**src/rtl/mac_pkg.sv**
```systemverilog
// Shared widths, accumulator limit and FSM state encoding for the MAC sequencer.
package mac_pkg;
    localparam int DW    = 8;
    localparam int AW    = 22;
    localparam int LEN_W = 7;

    localparam logic [AW-1:0] ACC_MAX = '1;

    typedef enum logic [2:0] {
        IDLE  = 3'd0,
        CLR   = 3'd1,
        RUN   = 3'd2,
        DRAIN = 3'd3,
        DONE  = 3'd4
    } state_t;
endpackage

```
**src/rtl/mac_seq_ctrl_if.sv**
```systemverilog
// Operand-pair valid/ready stream feeding the MAC sequencer.
interface mac_seq_ctrl_if #(parameter int DW = mac_pkg::DW);
    logic          in_valid;
    logic          in_ready;
    logic [DW-1:0] a;
    logic [DW-1:0] b;

    modport master (output in_valid, output a, output b, input in_ready);
    modport slave  (input in_valid, input a, input b, output in_ready);
endinterface

```
**src/rtl/mac_mul_stage.sv**
```systemverilog
// Product register: captures a*b on an accepted beat and flags it for the add stage.
module mac_mul_stage #(
    parameter int DW = mac_pkg::DW
) (
    input  logic            clk,
    input  logic            reset_n,
    input  logic            clr,
    input  logic            ld,
    input  logic [DW-1:0]   a,
    input  logic [DW-1:0]   b,
    output logic [2*DW-1:0] p_r,
    output logic            p_v
);
    always_ff @(posedge clk) begin
        if (!reset_n) begin
            p_r <= '0;
            p_v <= 1'b0;
        end else if (clr) begin
            p_v <= 1'b0;
        end else if (ld) begin
            p_r <= a * b;
            p_v <= 1'b1;
        end else begin
            p_v <= 1'b0;
        end
    end
endmodule

```
**src/rtl/mac_seq_ctrl.sv**
```systemverilog
// MAC sequencer: job FSM, term counter and add stage driving an external accumulator.
// Build option MAC_SAT_EN: saturate the accumulator at its maximum instead of wrapping.
module mac_seq_ctrl #(
    parameter int DW    = mac_pkg::DW,
    parameter int AW    = mac_pkg::AW,
    parameter int LEN_W = mac_pkg::LEN_W
) (
    input  logic             clk,
    input  logic             reset_n,
    input  logic             start,
    input  logic [LEN_W-1:0] len,
    mac_seq_ctrl_if.slave    s,
    input  logic [AW-1:0]    acc_q,
    output logic [AW-1:0]    acc_d,
    output logic             acc_ld,
    output logic             busy,
    output logic             done,
    output logic             ovf
);
    import mac_pkg::*;

    state_t           state;
    logic [LEN_W-1:0] rem;
    logic             in_ready_r;
    logic             beat;
    logic             add_en;
    logic [2*DW-1:0]  p_r;
    logic             p_v;
    logic [AW:0]      sum;

    // Gate with reset so no beat is taken while reset is held.
    assign s.in_ready = in_ready_r & reset_n;
    assign beat       = s.in_valid & s.in_ready;
    assign add_en     = p_v & ((state == RUN) | (state == DRAIN));
    assign sum        = {1'b0, acc_q} + (AW+1)'(p_r);

    mac_mul_stage #(.DW(DW)) u_mul (
        .clk     (clk),
        .reset_n (reset_n),
        .clr     (state == CLR),
        .ld      (beat),
        .a       (s.a),
        .b       (s.b),
        .p_r     (p_r),
        .p_v     (p_v)
    );

    always_comb begin
        acc_ld = 1'b0;
        acc_d  = '0;
        if (reset_n) begin
            if (state == CLR) begin
                acc_ld = 1'b1;
            end else if (add_en) begin
                acc_ld = 1'b1;
`ifdef MAC_SAT_EN
                acc_d  = sum[AW] ? AW'(ACC_MAX) : sum[AW-1:0];
`else
                acc_d  = sum[AW-1:0];
`endif
            end
        end
    end

    always_ff @(posedge clk) begin
        if (!reset_n) begin
            state      <= IDLE;
            rem        <= '0;
            in_ready_r <= 1'b0;
            busy       <= 1'b0;
            done       <= 1'b0;
            ovf        <= 1'b0;
        end else begin
            done <= 1'b0;
            if (add_en && sum[AW])
                ovf <= 1'b1;
            case (state)
                IDLE: if (start) begin
                    rem   <= len;
                    busy  <= 1'b1;
                    state <= CLR;
                end
                CLR: begin
                    ovf <= 1'b0;
                    if (rem == '0) begin
                        busy  <= 1'b0;
                        done  <= 1'b1;
                        state <= DONE;
                    end else begin
                        in_ready_r <= 1'b1;
                        state      <= RUN;
                    end
                end
                RUN: if (beat) begin
                    rem <= rem - 1'b1;
                    if (rem == LEN_W'(1)) begin
                        in_ready_r <= 1'b0;
                        state      <= DRAIN;
                    end
                end
                DRAIN: begin
                    busy  <= 1'b0;
                    done  <= 1'b1;
                    state <= DONE;
                end
                DONE:    state <= IDLE;
                default: state <= IDLE;
            endcase
        end
    end
endmodule

```
**src/flat_wrapper.sv**
```systemverilog
// flat-port wrapper written by rule: the top's interface ports become plain ports
module mac_seq_ctrl_flat import mac_pkg::*;
#(
    parameter int DW    = mac_pkg::DW,
    parameter int AW    = mac_pkg::AW,
    parameter int LEN_W = mac_pkg::LEN_W
)
  (clk, reset_n, start, len, acc_q, acc_d, acc_ld, busy, done, ovf, s_in_valid, s_a, s_b, s_in_ready);
  mac_seq_ctrl_if #(.DW(DW)) s_i ();
  input  logic clk;
  input  logic reset_n;
  input  logic start;
  input  logic [LEN_W-1:0] len;
  input  logic [AW-1:0] acc_q;
  output logic [AW-1:0] acc_d;
  output logic acc_ld;
  output logic busy;
  output logic done;
  output logic ovf;
  input wire logic [$bits(s_i.in_valid)-1:0] s_in_valid;
  input wire logic [$bits(s_i.a)-1:0] s_a;
  input wire logic [$bits(s_i.b)-1:0] s_b;
  output wire logic [$bits(s_i.in_ready)-1:0] s_in_ready;
  assign s_i.in_valid = s_in_valid;
  assign s_i.a = s_a;
  assign s_i.b = s_b;
  assign s_in_ready = s_i.in_ready;
  mac_seq_ctrl #(.DW(DW), .AW(AW), .LEN_W(LEN_W)) u_core (.clk(clk), .reset_n(reset_n), .start(start), .len(len), .s(s_i), .acc_q(acc_q), .acc_d(acc_d), .acc_ld(acc_ld), .busy(busy), .done(done), .ovf(ovf));
endmodule
```
**config.mk**
```make
export PLATFORM = sky130hd
export DESIGN_NAME = mac_seq_ctrl_flat
export DESIGN_NICKNAME = d
export VERILOG_FILES = /design/src/rtl/mac_pkg.sv /design/src/rtl/mac_seq_ctrl_if.sv /design/src/rtl/mac_mul_stage.sv /design/src/rtl/mac_seq_ctrl.sv /design/src/flat_wrapper.sv
export SDC_FILE = /design/constraint.sdc
export NUM_CORES = 1
export LEC_CHECK = 0
export BUFFER_PORTS_ARGS = -buffer_cell sky130_fd_sc_hd__buf_2
export CAP_MARGIN = 20
export CORE_MARGIN = 5
export CORE_UTILIZATION = 60
export CTS_BUF_LIST = sky130_fd_sc_hd__clkbuf_8 sky130_fd_sc_hd__clkbuf_16
export CTS_CLUSTER_DIAMETER = 200
export CTS_CLUSTER_SIZE = 12
export DETAILED_ROUTE_END_ITERATION = 8
export GPL_ROUTABILITY_DRIVEN = 1
export PLACE_DENSITY = 0.84
export SLEW_MARGIN = 30
export SYNTH_ARGS = -nofsm -noshare
export SYNTH_HDL_FRONTEND = slang
export SYNTH_SLANG_ARGS = --single-unit
```
**constraint.sdc**
```tcl
create_clock -name clk -period 9 [get_ports clk]
set_input_delay 0.9 -clock clk [delete_from_list [all_inputs] [get_ports clk]]
set_output_delay 0.9 -clock clk [all_outputs]
set_load 0.02 [all_outputs]
```
## Yosys cells after proc, flatten, opt, wreduce, memory -nomap -nowiden

Cells that the tools add are included.

- Register bits after elaboration: 31
- Bits in latches: 0
- Memory bits (writable): 0
- Memory bits (read-only): 0
- Input bits: 49
- Memories kept: 0

- Add/subtract/negate cells: 2
- Multiply operators: 1
- Div/mod/pow operators: 0
- Order comparisons: 0
- Equality and inequality tests: 9
- Shift operators: 0
- Multiplexer cells: 24
- Bitwise logic cells: 6
- Reduce and logical (&&, ||, !) cells: 12

Operators with widths:

| kind | count |
|---|---|
| 22-bit two-way mux | 3 |
| 22-bit by 16-bit adder with 23-bit output | 1 |
| 8-bit by 8-bit multiplier with 16-bit output | 1 |
| 7-bit two-way mux | 2 |
| 7-bit one-hot mux with 2 select lines | 1 |
| 3-bit two-way mux | 4 |
| 3-bit one-hot mux with 4 select lines | 1 |
| 1-bit two-way mux | 10 |
| 3-bit AND reduction | 3 |
| 7-bit by 1-bit equality test with 1-bit output, second input constant | 1 |
| 7-bit zero test | 1 |
| 7-bit by 1-bit subtractor with 7-bit output, second input constant | 1 |
| 3-bit by 2-bit equality test with 1-bit output, second input constant | 2 |
| 2-bit inequality test, second input constant | 3 |
| 2-bit by 1-bit inequality test with 1-bit output, second input constant | 2 |
| 1-bit one-hot mux with 2 select lines | 2 |
| 4-bit AND reduction | 1 |
| 2-bit nonzero test | 2 |
| 1-bit AND | 3 |
| 3-bit by 1-bit equality test with 1-bit output, second input constant | 1 |
| 3-bit zero test | 1 |
| 1-bit one-hot mux with 3 select lines | 1 |
| 3-bit nonzero test | 1 |
| 1-bit inverter | 2 |
| other kinds (4) | 4 |

## Depth between registers and ports, before layout

Gate-level depths: netlist of the first run.

- Depth after elaboration: 6
- Gate-level depth with buffers: 17
- Mapped depth without buffers: 17

## Modules after synthesis

From an unflattened synthesis of the first run, not the netlist that was laid out.

- Cell total of the unflattened synthesis: 571
- Area total of the unflattened synthesis: 4,566.9 µm²

Modules (own cells, without submodules):

| module | instances | cells each | area an instance (µm²) | sequential area each (µm²) |
|---|---|---|---|---|
| mac_mul_stage | 1 | 312 | 2,670.1 | 340.3 |
| mac_seq_ctrl | 1 | 259 | 1,896.8 | 280.3 |

## Worst setup path after synthesis of the first run

OpenSTA, ideal clock, no wires.

- Path kind: input -> register
- From: in s_a[1]
- To: reg u_core.u_mul.p_r[15]
- Library setup time: 127 ps
- Arrival: 4,452 ps
- Data required time: 8,873 ps
- Path slack: 4,421 ps
- Cell stages on the path: 13
- Cell sequence: and2_1 > fa_1 > fa_1 > fa_1 > inv_1 > fa_1 > inv_1 > ha_1 > a21o_1 > o41ai_2 > o21ai_1 > xnor2_1 > o21ai_1

- Word-level cells in the longest chain between the ends: 1

RTL lines:

| item | RTL line | RTL |
|---|---|---|
| from (decl) | flat_wrapper.sv:21 | `input wire logic [$bits(s_i.a)-1:0] s_a;` |
| 8-bit by 8-bit multiplier with 16-bit output | mac_mul_stage.sv:21 | `p_r <= a * b;` |
| to (signal assigned) | mac_mul_stage.sv:21 |  |
| to (decl) | mac_mul_stage.sv:11 | `output logic [2*DW-1:0] p_r,` |

No other way between the ends.
A chain may end at the register's enable or synchronous reset.

## Final worst setup path of the first run

- From: in s_a[1]
- To: reg u_core.u_mul.p_r[14]

Same word-level chain as after synthesis.

==> results of run 1 <==
power breakdown:
group          internal (W)  total [W]  switching, W
combinational      0.000188   0.000439      0.000251
clock             0.0000552   0.000113     0.0000578
sequential         0.000150   0.000162     0.0000126
total              0.000393   0.000715      0.000321
area by class of cell:
cell class              instances  area, sq um  area share (%)
clock buffers                   5         68.8            1.38
clock inverters                 3         23.8           0.476
inverters                      60          225            4.51
multi-input cells             450         3550            71.2
flip-flops and latches         31          621            12.4
well taps                      99          124            2.48
repair buffers                 75          375            7.52
cell families after synthesis:
family | count (synthesis)
XOR/XNOR | 24
AO/OA/AOI/OAI | 123
AND/OR/NAND/NOR | 209
adder cells (fa/ha/maj) | 91
multiplexers | 3
buffers and inverters | 76
flip-flops | 31
critical path, delay by kind of cell:
kind	cells	cell delay [ns]
buffers and inverters	3	0.24
AOI/OAI and AO/OA	5	0.89
xor gates and xnor gates	1	0.16
and+or+nand+nor	2	0.27
adders and majority gates	5	2.34
routing by layer:
| metal | vias up | track usage, % | part of all wire (%) |
|---|---|---|---|
| met3 | 8 | 1.64 | 6.1 |
| met4 | 0 | 5.57 | 1.1 |
| met5 | - | 0 | 0 |
| met1 | 1888 | 28.9 | 47 |
| met2 | 120 | 38.0 | 46 |
| li1 | 2017 | - | - |
placed cells by master (no fill, tap or decap), types with 3 or more instances in the layout:
cell / n
o211ai_1: 3
mux2i_1: 3
nor3_1: 11
o21ai_1: 15
nor2_1: 41
and2_1: 60
a21o_1: 7
clkbuf_8: 5
nor2b_1: 4
xnor2_1: 13
dfxtp_1: 31
a21oi_1: 27
nand2b_1: 11
xor2_1: 11
buf_2: 75
o211a_1: 4
o21ai_0: 24
ha_1: 54
a31oi_1: 3
nand3_1: 9
fa_1: 37
and3_1: 6
a211oi_1: 6
inv_1: 60
a21boi_0: 6
a211o_1: 3
nand2_1: 50
nand4_1: 6
state kept, by name (all words and copies together), names as in the netlist:
name and flops:
u_core.busy 1, u_core.ovf 1, u_core.in_ready_r 1, u_core.state 3, u_core.u_mul.p_r 16, u_core.u_mul.p_v 1, u_core.done 1, u_core.rem 7
final timing paths:
check / to / slack [ns] / cells past startpoint
hold reg to reg: u_core.u_mul.p_r[14] / 0.48 / 2
setup / recovery: u_core.u_mul.p_r[14] / 4.33 / 16
setup reg to reg: u_core.u_mul.p_r[11] / 6.84 / 7
hold / removal: u_core.u_mul.p_r[14] / 0.48 / 2
metrics by stage:
stage                     hold slack (ns)  total power, W  instance area, sq um  util (%)  worst slack (ns)
final                               0.476        0.000715                  4990      68.8              4.33
after global routing                0.499        0.000791                  4990      68.8              4.13
after CTS                           0.480        0.000719                  4990      68.8              4.33
after detailed placement            0.472        0.000602                  4900      67.5              4.03
after global placement              0.458        0.000588                  4900      67.5              4.12
after floorplan                     0.441        0.000513                  4460         -              4.42
==> flow_metrics.py, run 1 <==
metrics = {
    "logic_synthesis": {
        "synth_xor_area_share_pct": 4.71,
        "ys_seq_area_share_pct": 13.9,
        "synth_nets": 697,
        "yosys.area_share.simple_pct": 24.0,
        "synth_top_family_by_area": "adder cells",
        "synth_area_leaders": "fa_1 17%, ha_1 15%, dfxtp_1 14%, and2_1 8.4%, inv_1 5.0%",
        "synth-seq-cells": 31,
        "synth_warnings": 0,
        "synth_top_area_share_pct": 16.6,
        "yosys.area.top_type": "fa_1",
        "netlist_area_sq_um": 4460,
        "syn_inst": 557,
        "synth-compound-area-share_pct": 18.4,
        "ys_types": 58,
        "synth_fa_ha_area_share_pct": 31.7,
        "ys.flop_type": "dfxtp_1",
        "synthTopCellsByCount": "60 x and2_1, 60 x inv_1, 54 x ha_1, 50 x nand2_1, 41 x nor2_1",
        "synth_edf_count": 0,
        "async_flop_share_pct": 0,
        "syn_area_per_cell_sq_um": 8.01,
        "muxShareOfSynthArea_pct": 0.673,
    },
    "route": {
        "wire_per_inst_um": 13.6,
        "route.detailed.drc": 0,
        "viasPerCell": 5.58,
        "dr.pass1.iters": 5,
        "num_vias": 4033,
        "wl_mm": 9.80,
        "detail-route-antenna-nets": 0,
        "drt_iter0_markers": 183,
    },
    "clock_tree": {
        "cts_resized": 0,
        "cts_buffer_depth": 2,
        "root_buffer": "clkbuf_8",
        "clkLatencyLatePin_ns": 0.29,
        "cts_setup_buffers": 0,
        "cts_tree": "yes",
        "cts_max_level": 2,
        "clk_pin_slew_ns": 0.07,
        "cts_hold_buffers": 0,
        "cts_inserted_buffers": 5,
        "cts_sinks": 31,
    },
    "critical_path": {
        "worstReg2RegStart": "u_core.state[1]",
        "path_class": "primary input to register",
        "cp.arrival_ns": 4.81,
        "crit_path_frequent_cell": "fa_1",
        "end_kind": "register",
        "start_kind": "primary input",
        "crit_path_max_incr_delay_ns": 0.55,
        "worstPathCellList": "buf_2 -> and2_1 -> fa_1 -> fa_1 -> inv_1 -> fa_1 -> fa_1 -> inv_1 -> ha_1 -> o21ai_1 -> o21ai_1 -> nor4_2 -> o41ai_1 -> a21oi_1 -> xor2_1 -> o21ai_1",
        "required_ns": 9.14,
        "cpMaxStageDelayCell": "fa_1",
        "cp_max_fo": 8,
        "crit_start": "s_a[1]",
    },
    "grt": {
        "grt_pass1_wl_mm": 16.3,
        "grt_antenna_before_repair": 0,
        "grt_max_degree": 31,
        "grt_pass1_vias": 3824,
        "track_usage_pct": 21.7,
        "grt_overflow": 0,
    },
    "status": {
        "status": "finished, final reports clean",
    },
    "die": {
        "dieArea_sq_um": 9270,
        "coreArea_sq_um": 7250,
        "fp.dieH_um": 96.3,
        "start_util_pct": 61.5,
        "die_x_um": 96.3,
        "io_pins": 76,
        "core.rowCount": 31,
    },
    "timing": {
        "hold_violations": 0,
        "rsz0062_at_grt": "false",
        "maxSlewViolCount": 0,
        "setup_violations": 0,
        "worstMarginPinSlew_ns": 0.663,
        "fin_tns_setup_ns": 0,
        "finClkSkew_ns": 0.00823,
        "maxSlewHeadroom_pct": 55.7,
        "fin_crit_ns": 4.67,
        "final.period_utilization_pct": 51.8,
        "max_freq_mhz": 214,
    },
    "cells_and_area": {
        "drive_above_1_share_pct": 15.2,
        "syn_to_final_growth_pct": 11.8,
        "nets": 763,
        "antennaDiodeCount": 0,
        "fillers": 614,
        "instances_no_fill": 723,
    },
    "worst_hold_path": {
        "hp-class": "register to register",
        "min-delay-start": "u_core.u_mul.p_r[14]",
    },
    "power": {
        "powerDensity_nw_per_um2": 143,
        "ir_worst_vdd_mv": 0.0786,
        "leakage_nw": 2.50,
    },
    "placed_design": {
        "port_buffers": 75,
        "place_congestion": 0.895,
        "dp_hpwl_mm": 8.30,
        "place_inst": 715,
    },
    "run": {
        "cap_violations": 0,
    },
}
Note: power is estimated with default switching activity, not from simulation.
==> run 2: changes to the inputs <==
--- a/config.mk
+++ b/config.mk
@@ -8,13 +8,13 @@
 export BUFFER_PORTS_ARGS = -buffer_cell sky130_fd_sc_hd__buf_2
 export CAP_MARGIN = 20
 export CORE_MARGIN = 5
-export CORE_UTILIZATION = 60
+export CORE_UTILIZATION = 58
 export CTS_BUF_LIST = sky130_fd_sc_hd__clkbuf_8 sky130_fd_sc_hd__clkbuf_16
 export CTS_CLUSTER_DIAMETER = 200
 export CTS_CLUSTER_SIZE = 12
 export DETAILED_ROUTE_END_ITERATION = 8
 export GPL_ROUTABILITY_DRIVEN = 1
-export PLACE_DENSITY = 0.84
+export PLACE_DENSITY = 0.82
 export SLEW_MARGIN = 30
 export SYNTH_ARGS = -nofsm -noshare
 export SYNTH_HDL_FRONTEND = slang
==> constraint.sdc (replaced) <==
create_clock -name clk -period 4.3 [get_ports clk]
set_input_delay 0.43 -clock clk [delete_from_list [all_inputs] [get_ports clk]]
set_output_delay 0.43 -clock clk [all_outputs]
set_load 0.02 [all_outputs]
==> run 2 against run 1 <==
Effect of this change: die area up 3.1%; first-iteration DRC count down 3.8%; highest routed layer unchanged; final cell count up 2.5%; largest cell class unchanged; clock power up 90%.
==> flow_metrics.py, run 2 (synthesis results as in run 1) <==
metrics = {
    "route": {
        "route.detailed.drc": 0,
        "wl_mm": 10.0,
        "drt_iter0_markers": 176,
        "detail-route-antenna-nets": 0,
        "wire_per_inst_um": 13.5,
        "viasPerCell": 5.42,
        "num_vias": 4019,
        "dr.pass1.iters": 4,
    },
    "timing": {
        "rsz0062_at_grt": "false",
        "fin_crit_ns": 4.12,
        "maxSlewViolCount": 0,
        "finClkSkew_ns": 0.0113,
        "fin_tns_setup_ns": 0,
        "final.period_utilization_pct": 95.7,
        "worstMarginPinSlew_ns": 0.706,
        "fin_hold_ws_ns": 0.405,
        "hold_violations": 0,
        "setup_violations": 0,
        "max_freq_mhz": 243,
        "maxSlewHeadroom_pct": 52.8,
    },
    "clock_tree": {
        "cts_hold_buffers": 0,
        "cts_max_level": 2,
        "cts_setup_buffers": 0,
        "cts_buffer_depth": 2,
        "cts_tree": "yes",
        "root_buffer": "clkbuf_8",
        "cts_inserted_buffers": 5,
        "clkLatencyLatePin_ns": 0.28,
        "cts_sinks": 31,
        "clk_pin_slew_ns": 0.07,
    },
    "die": {
        "core.rowCount": 32,
        "die_x_um": 97.7,
        "io_pins": 76,
        "fp.dieH_um": 97.7,
        "coreArea_sq_um": 7610,
        "dieArea_sq_um": 9550,
        "start_util_pct": 58.7,
    },
    "placed_design": {
        "place_congestion": 0.882,
        "dp_hpwl_mm": 8.58,
        "port_buffers": 75,
        "place_area_sq_um": 5010,
    },
    "grt": {
        "track_usage_pct": 21.6,
        "grt_max_degree": 31,
        "grt_antenna_before_repair": 0,
        "grt_pass1_wl_mm": 17.6,
        "grt_pass1_vias": 4007,
        "grt_overflow": 0,
    },
    "cells_and_area": {
        "final_common_cell": "buf_2",
        "regMostFlops": "u_core.u_mul.p_r",
        "syn_to_final_growth_pct": 14.4,
        "utilization_pct": 67.1,
        "layout_common_cells": "75 x buf_2, 61 x inv_1, 60 x and2_1, 54 x ha_1, 50 x nand2_1",
        "drive_above_1_share_pct": 17.1,
        "top_regs": "u_core.u_mul.p_r: 16 flops, u_core.rem: 7 flops, u_core.state: 3 flops",
        "antennaDiodeCount": 0,
        "postLayoutCellArea_sq_um": 5110,
        "largest_reg_flops": 16,
        "nets": 778,
    },
    "critical_path": {
        "end_kind": "register",
        "required_ns": 4.44,
        "start_kind": "primary input",
        "cp.arrival_ns": 4.26,
        "path_class": "primary input to register",
        "cp_max_fo": 6,
    },
    "status": {
        "status": "finished, final reports clean",
    },
    "power": {
        "ir_worst_vdd_mv": 0.200,
        "powerDensity_nw_per_um2": 302,
        "leakage_nw": 2.58,
    },
    "run": {
        "cap_violations": 0,
    },
    "worst_hold_path": {
        "hp-class": "primary input to register",
    },
}
-- run 2: power breakdown --
part / internal [W] / switching, W / total, W
sequential: 0.000314 / 0.0000271 / 0.000341
combinational: 0.000447 / 0.000541 / 0.000988
clock: 0.000110 / 0.000104 / 0.000215
-- run 2: layer usage --
metal	share of wire (%)	up-vias	track usage, %
met2	47	111	37.4
met1	46	1851	27.8
met5	0	-	0
li1	-	2043	-
met4	1.9	0	6.28
met3	5.3	14	3.43
-- run 2: area by class of cell --
type	count	area, sq um
clock buffers	5	68.8
clock inverters	3	16.3
repair buffers	90	488
fillers	642	2500
multi-input cells	450	3560
flip-flops and latches	31	621
inverters	60	225
well taps	102	128
-- run 2: per-stage QoR --
stage,total power [W],instances,worst slack (ns)
3_5_place_dp,0.00133,733,-0.166
3_3_place_gp,0.00129,733,-0.0562
6_report,0.00154,741,0.185
5_1_grt,0.00171,741,0.00896
4_1_cts,0.00154,741,0.147
2_1_floorplan,0.00107,557,0.191
-- run 2: final timing paths --
check                                     startpoint                   end  slack [ns]  depth (start not counted)
worst max-delay path                          s_a[4]  u_core.u_mul.p_r[14]        0.18                         17
worst min-delay path                       acc_q[21]            u_core.ovf        0.41                          2
worst max register to register   u_core.u_mul.p_r[0]            u_core.ovf        2.11                          8
worst min register to register  u_core.u_mul.p_r[14]  u_core.u_mul.p_r[14]        0.47                          2
-- run 2: critical path, cell delays in order --
cell,delay (ns)
buf_2,0.13
buf_4,0.14
and2_1,0.16
fa_1,0.41
fa_1,0.50
fa_1,0.49
inv_1,0.05
fa_1,0.52
inv_1,0.05
ha_1,0.31
o21ai_0,0.19
nand2b_1,0.08
a21oi_1,0.23
o41ai_1,0.09
a21oi_1,0.21
xor2_1,0.19
o21ai_1,0.07
-- run 2: what timing repair did --
action	CTS	global route
resized for setup	0	1
endpoints found under the setup margin	0	2
hold endpoints to repair	0	0
==> run 3: changes to the inputs <==
--- a/config.mk
+++ b/config.mk
@@ -6,7 +6,7 @@
 export NUM_CORES = 1
 export LEC_CHECK = 0
 export BUFFER_PORTS_ARGS = -buffer_cell sky130_fd_sc_hd__buf_2
-export CAP_MARGIN = 20
+export CAP_MARGIN = 10
 export CORE_MARGIN = 5
 export CORE_UTILIZATION = 58
 export CTS_BUF_LIST = sky130_fd_sc_hd__clkbuf_8 sky130_fd_sc_hd__clkbuf_16
@@ -14,7 +14,7 @@
 export CTS_CLUSTER_SIZE = 12
 export DETAILED_ROUTE_END_ITERATION = 8
 export GPL_ROUTABILITY_DRIVEN = 1
-export PLACE_DENSITY = 0.82
+export PLACE_DENSITY_LB_ADDON = 0.1
 export SLEW_MARGIN = 30
 export SYNTH_ARGS = -nofsm -noshare
 export SYNTH_HDL_FRONTEND = slang
==> constraint.sdc (replaced) <==
create_clock -name clk -period 3.9 [get_ports clk]
set_input_delay 0.39 -clock clk [delete_from_list [all_inputs] [get_ports clk]]
set_output_delay 0.39 -clock clk [all_outputs]
set_load 0.02 [all_outputs]
==> run 3 against run 2 <==
Effect of this change: worst setup slack got worse by 0.088 ns; critical path depth fell by 2; sequential power up 10%; hold slack worse by 0.025 ns; combinational power rose by 42%; power is 36% higher; clock-buffer cell count is 1 higher; register-to-register slack got worse by 0.48 ns.
==> flow_metrics.py, run 3 (synthesis results as in run 1) <==
metrics = {
    "status": {
        "status": "finished, final reports clean",
    },
    "cells_and_area": {
        "antennaDiodeCount": 0,
        "utilization_pct": 71.8,
        "largest_reg_flops": 16,
        "fillers": 622,
        "nets": 798,
        "final_common_cell": "buf_2",
        "drive_above_1_share_pct": 23.8,
        "regMostFlops": "u_core.u_mul.p_r",
        "top_regs": "u_core.u_mul.p_r: 16 flops, u_core.rem: 7 flops, u_core.state: 3 flops",
        "layout_common_cells": "65 x buf_2, 57 x inv_1, 55 x and2_1, 48 x nand2_1, 48 x ha_1",
        "syn_to_final_growth_pct": 22.4,
    },
    "clock_tree": {
        "cts_hold_buffers": 0,
        "cts_buffer_depth": 2,
        "clkLatencyLatePin_ns": 0.28,
        "cts_sinks": 31,
        "cts_inserted_buffers": 5,
        "root_buffer": "clkbuf_8",
        "cts_max_level": 2,
        "clk_pin_slew_ns": 0.07,
        "cts_tree": "yes",
    },
    "placed_design": {
        "dp_slack_ns": -0.388,
        "dp_hpwl_mm": 8.62,
        "port_buffers": 75,
        "place_congestion": 0.869,
    },
    "timing": {
        "finClkSkew_ns": 0.00596,
        "setup_violations": 0,
        "max_freq_mhz": 263,
        "hold_violations": 0,
        "fin_ws_ns": 0.0969,
        "fin_tns_setup_ns": 0,
        "fin_crit_ns": 3.80,
        "final.period_utilization_pct": 97.5,
        "maxSlewHeadroom_pct": 57.2,
        "worstMarginPinSlew_ns": 0.643,
        "maxSlewViolCount": 0,
    },
    "critical_path": {
        "cpMaxStageDelayCell": "fa_1",
        "crit_family": "adder cells",
        "worstPathCellList": "buf_2 -> and2_4 -> fa_1 -> fa_1 -> fa_1 -> inv_1 -> fa_1 -> inv_1 -> ha_4 -> nor4_4 -> nor3_1 -> o21ai_1 -> buf_4 -> nand4b_1 -> o311ai_1",
        "required_ns": 4.08,
        "cp.arrival_ns": 3.99,
        "critical_path_buf_inv_count": 4,
        "end_kind": "register",
        "cp_max_fo": 5,
        "crit_path_max_incr_delay_ns": 0.53,
        "r2r_setup_slack_ns": 1.63,
        "crit_path_frequent_cell": "fa_1",
        "path_class": "primary input to register",
        "start_kind": "primary input",
    },
    "power": {
        "power.total_w": 0.00210,
        "leakage_nw": 2.71,
        "ir_worst_vdd_mv": 0.244,
        "powerDensity_nw_per_um2": 384,
    },
    "route": {
        "wl_mm": 10.4,
        "drt_iter0_markers": 165,
        "wire_per_inst_um": 13.7,
        "dr.pass1.iters": 5,
        "viasPerCell": 5.46,
        "route.detailed.drc": 0,
        "detail-route-antenna-nets": 0,
        "num_vias": 4153,
    },
    "run": {
        "cap_violations": 0,
    },
    "grt": {
        "grt_overflow": 0,
        "grt_pass1_vias": 3942,
        "grt_max_degree": 31,
        "grt_antenna_before_repair": 0,
        "grt_pass1_wl_mm": 17.8,
        "track_usage_pct": 21.6,
    },
    "die": {
        "dieArea_sq_um": 9550,
        "start_util_pct": 58.7,
        "fp.dieH_um": 97.7,
        "io_pins": 76,
        "coreArea_sq_um": 7610,
        "core.rowCount": 32,
        "die_x_um": 97.7,
    },
    "worst_hold_path": {
        "hp-class": "primary input to register",
    },
}
==> run 3: cell types whose count changed in the layout (fill, tap and decap cells not counted), sizes merged <==
cell,delta
inv,-1
clkinvlp,-1
buf,+17
bufinv,+1
clkbuf,+4
==> run 3: area by class of cell <==
class                   instances  area [sq um]  share of cell area, %
clock buffers                   6          82.6                   1.51
clock inverters                 2          35.0                  0.641
inverters                      60           225                   4.12
multi-input cells             450          3710                   67.9
flip-flops and latches         31           621                   11.4
well taps                     102           128                   2.34
repair buffers                110           663                   12.1
==> run 3: path summary, 6_finish.rpt <==
path                             from                   end  cells past startpoint
hold / removal              acc_q[21]            u_core.ovf                      2
hold reg to reg   u_core.u_mul.p_r[9]   u_core.u_mul.p_r[9]                      2
setup reg to reg  u_core.u_mul.p_r[0]            u_core.ovf                      8
setup / recovery               s_a[5]  u_core.u_mul.p_r[12]                     15
==> run 3: power by group <==
part | switching (W) | leakage, nW | total (W) | internal [W]
combinational | 0.000711 | 2.40 | 0.00140 | 0.000687
sequential | 0.0000290 | 0.252 | 0.000375 | 0.000346
clock | 0.000120 | 0.0612 | 0.000327 | 0.000207
total | 0.000860 | 2.71 | 0.00210 | 0.00124
==> run 3: timing repair <==
| action | CTS | global route |
|---|---|---|
| setup buffers | 0 | 3 |
| endpoints found under the setup margin | 3 | 6 |
| gates resized for setup | 3 | 33 |
| pin swaps | 7 | 34 |
==> run 3: per-layer routing <==
metal | global-route usage [%] | vias up | wire length, um
met3 | 2.93 | 15 | 559
met4 | 5.54 | 0 | 207
met1 | 28.7 | 1933 | 4730
met2 | 37.0 | 110 | 4900
li1 | - | 2095 | -
met5 | 0 | - | 0
==> run 3: through the flow <==
step                area (sq um)  hold WS [ns]  instances
floorplan                   4530         0.441        557
global placement            5200         0.457        750
detailed placement          5200         0.474        750
CTS                         5340         0.376        758
global route                5460         0.381        761
finish                      5460         0.380        761
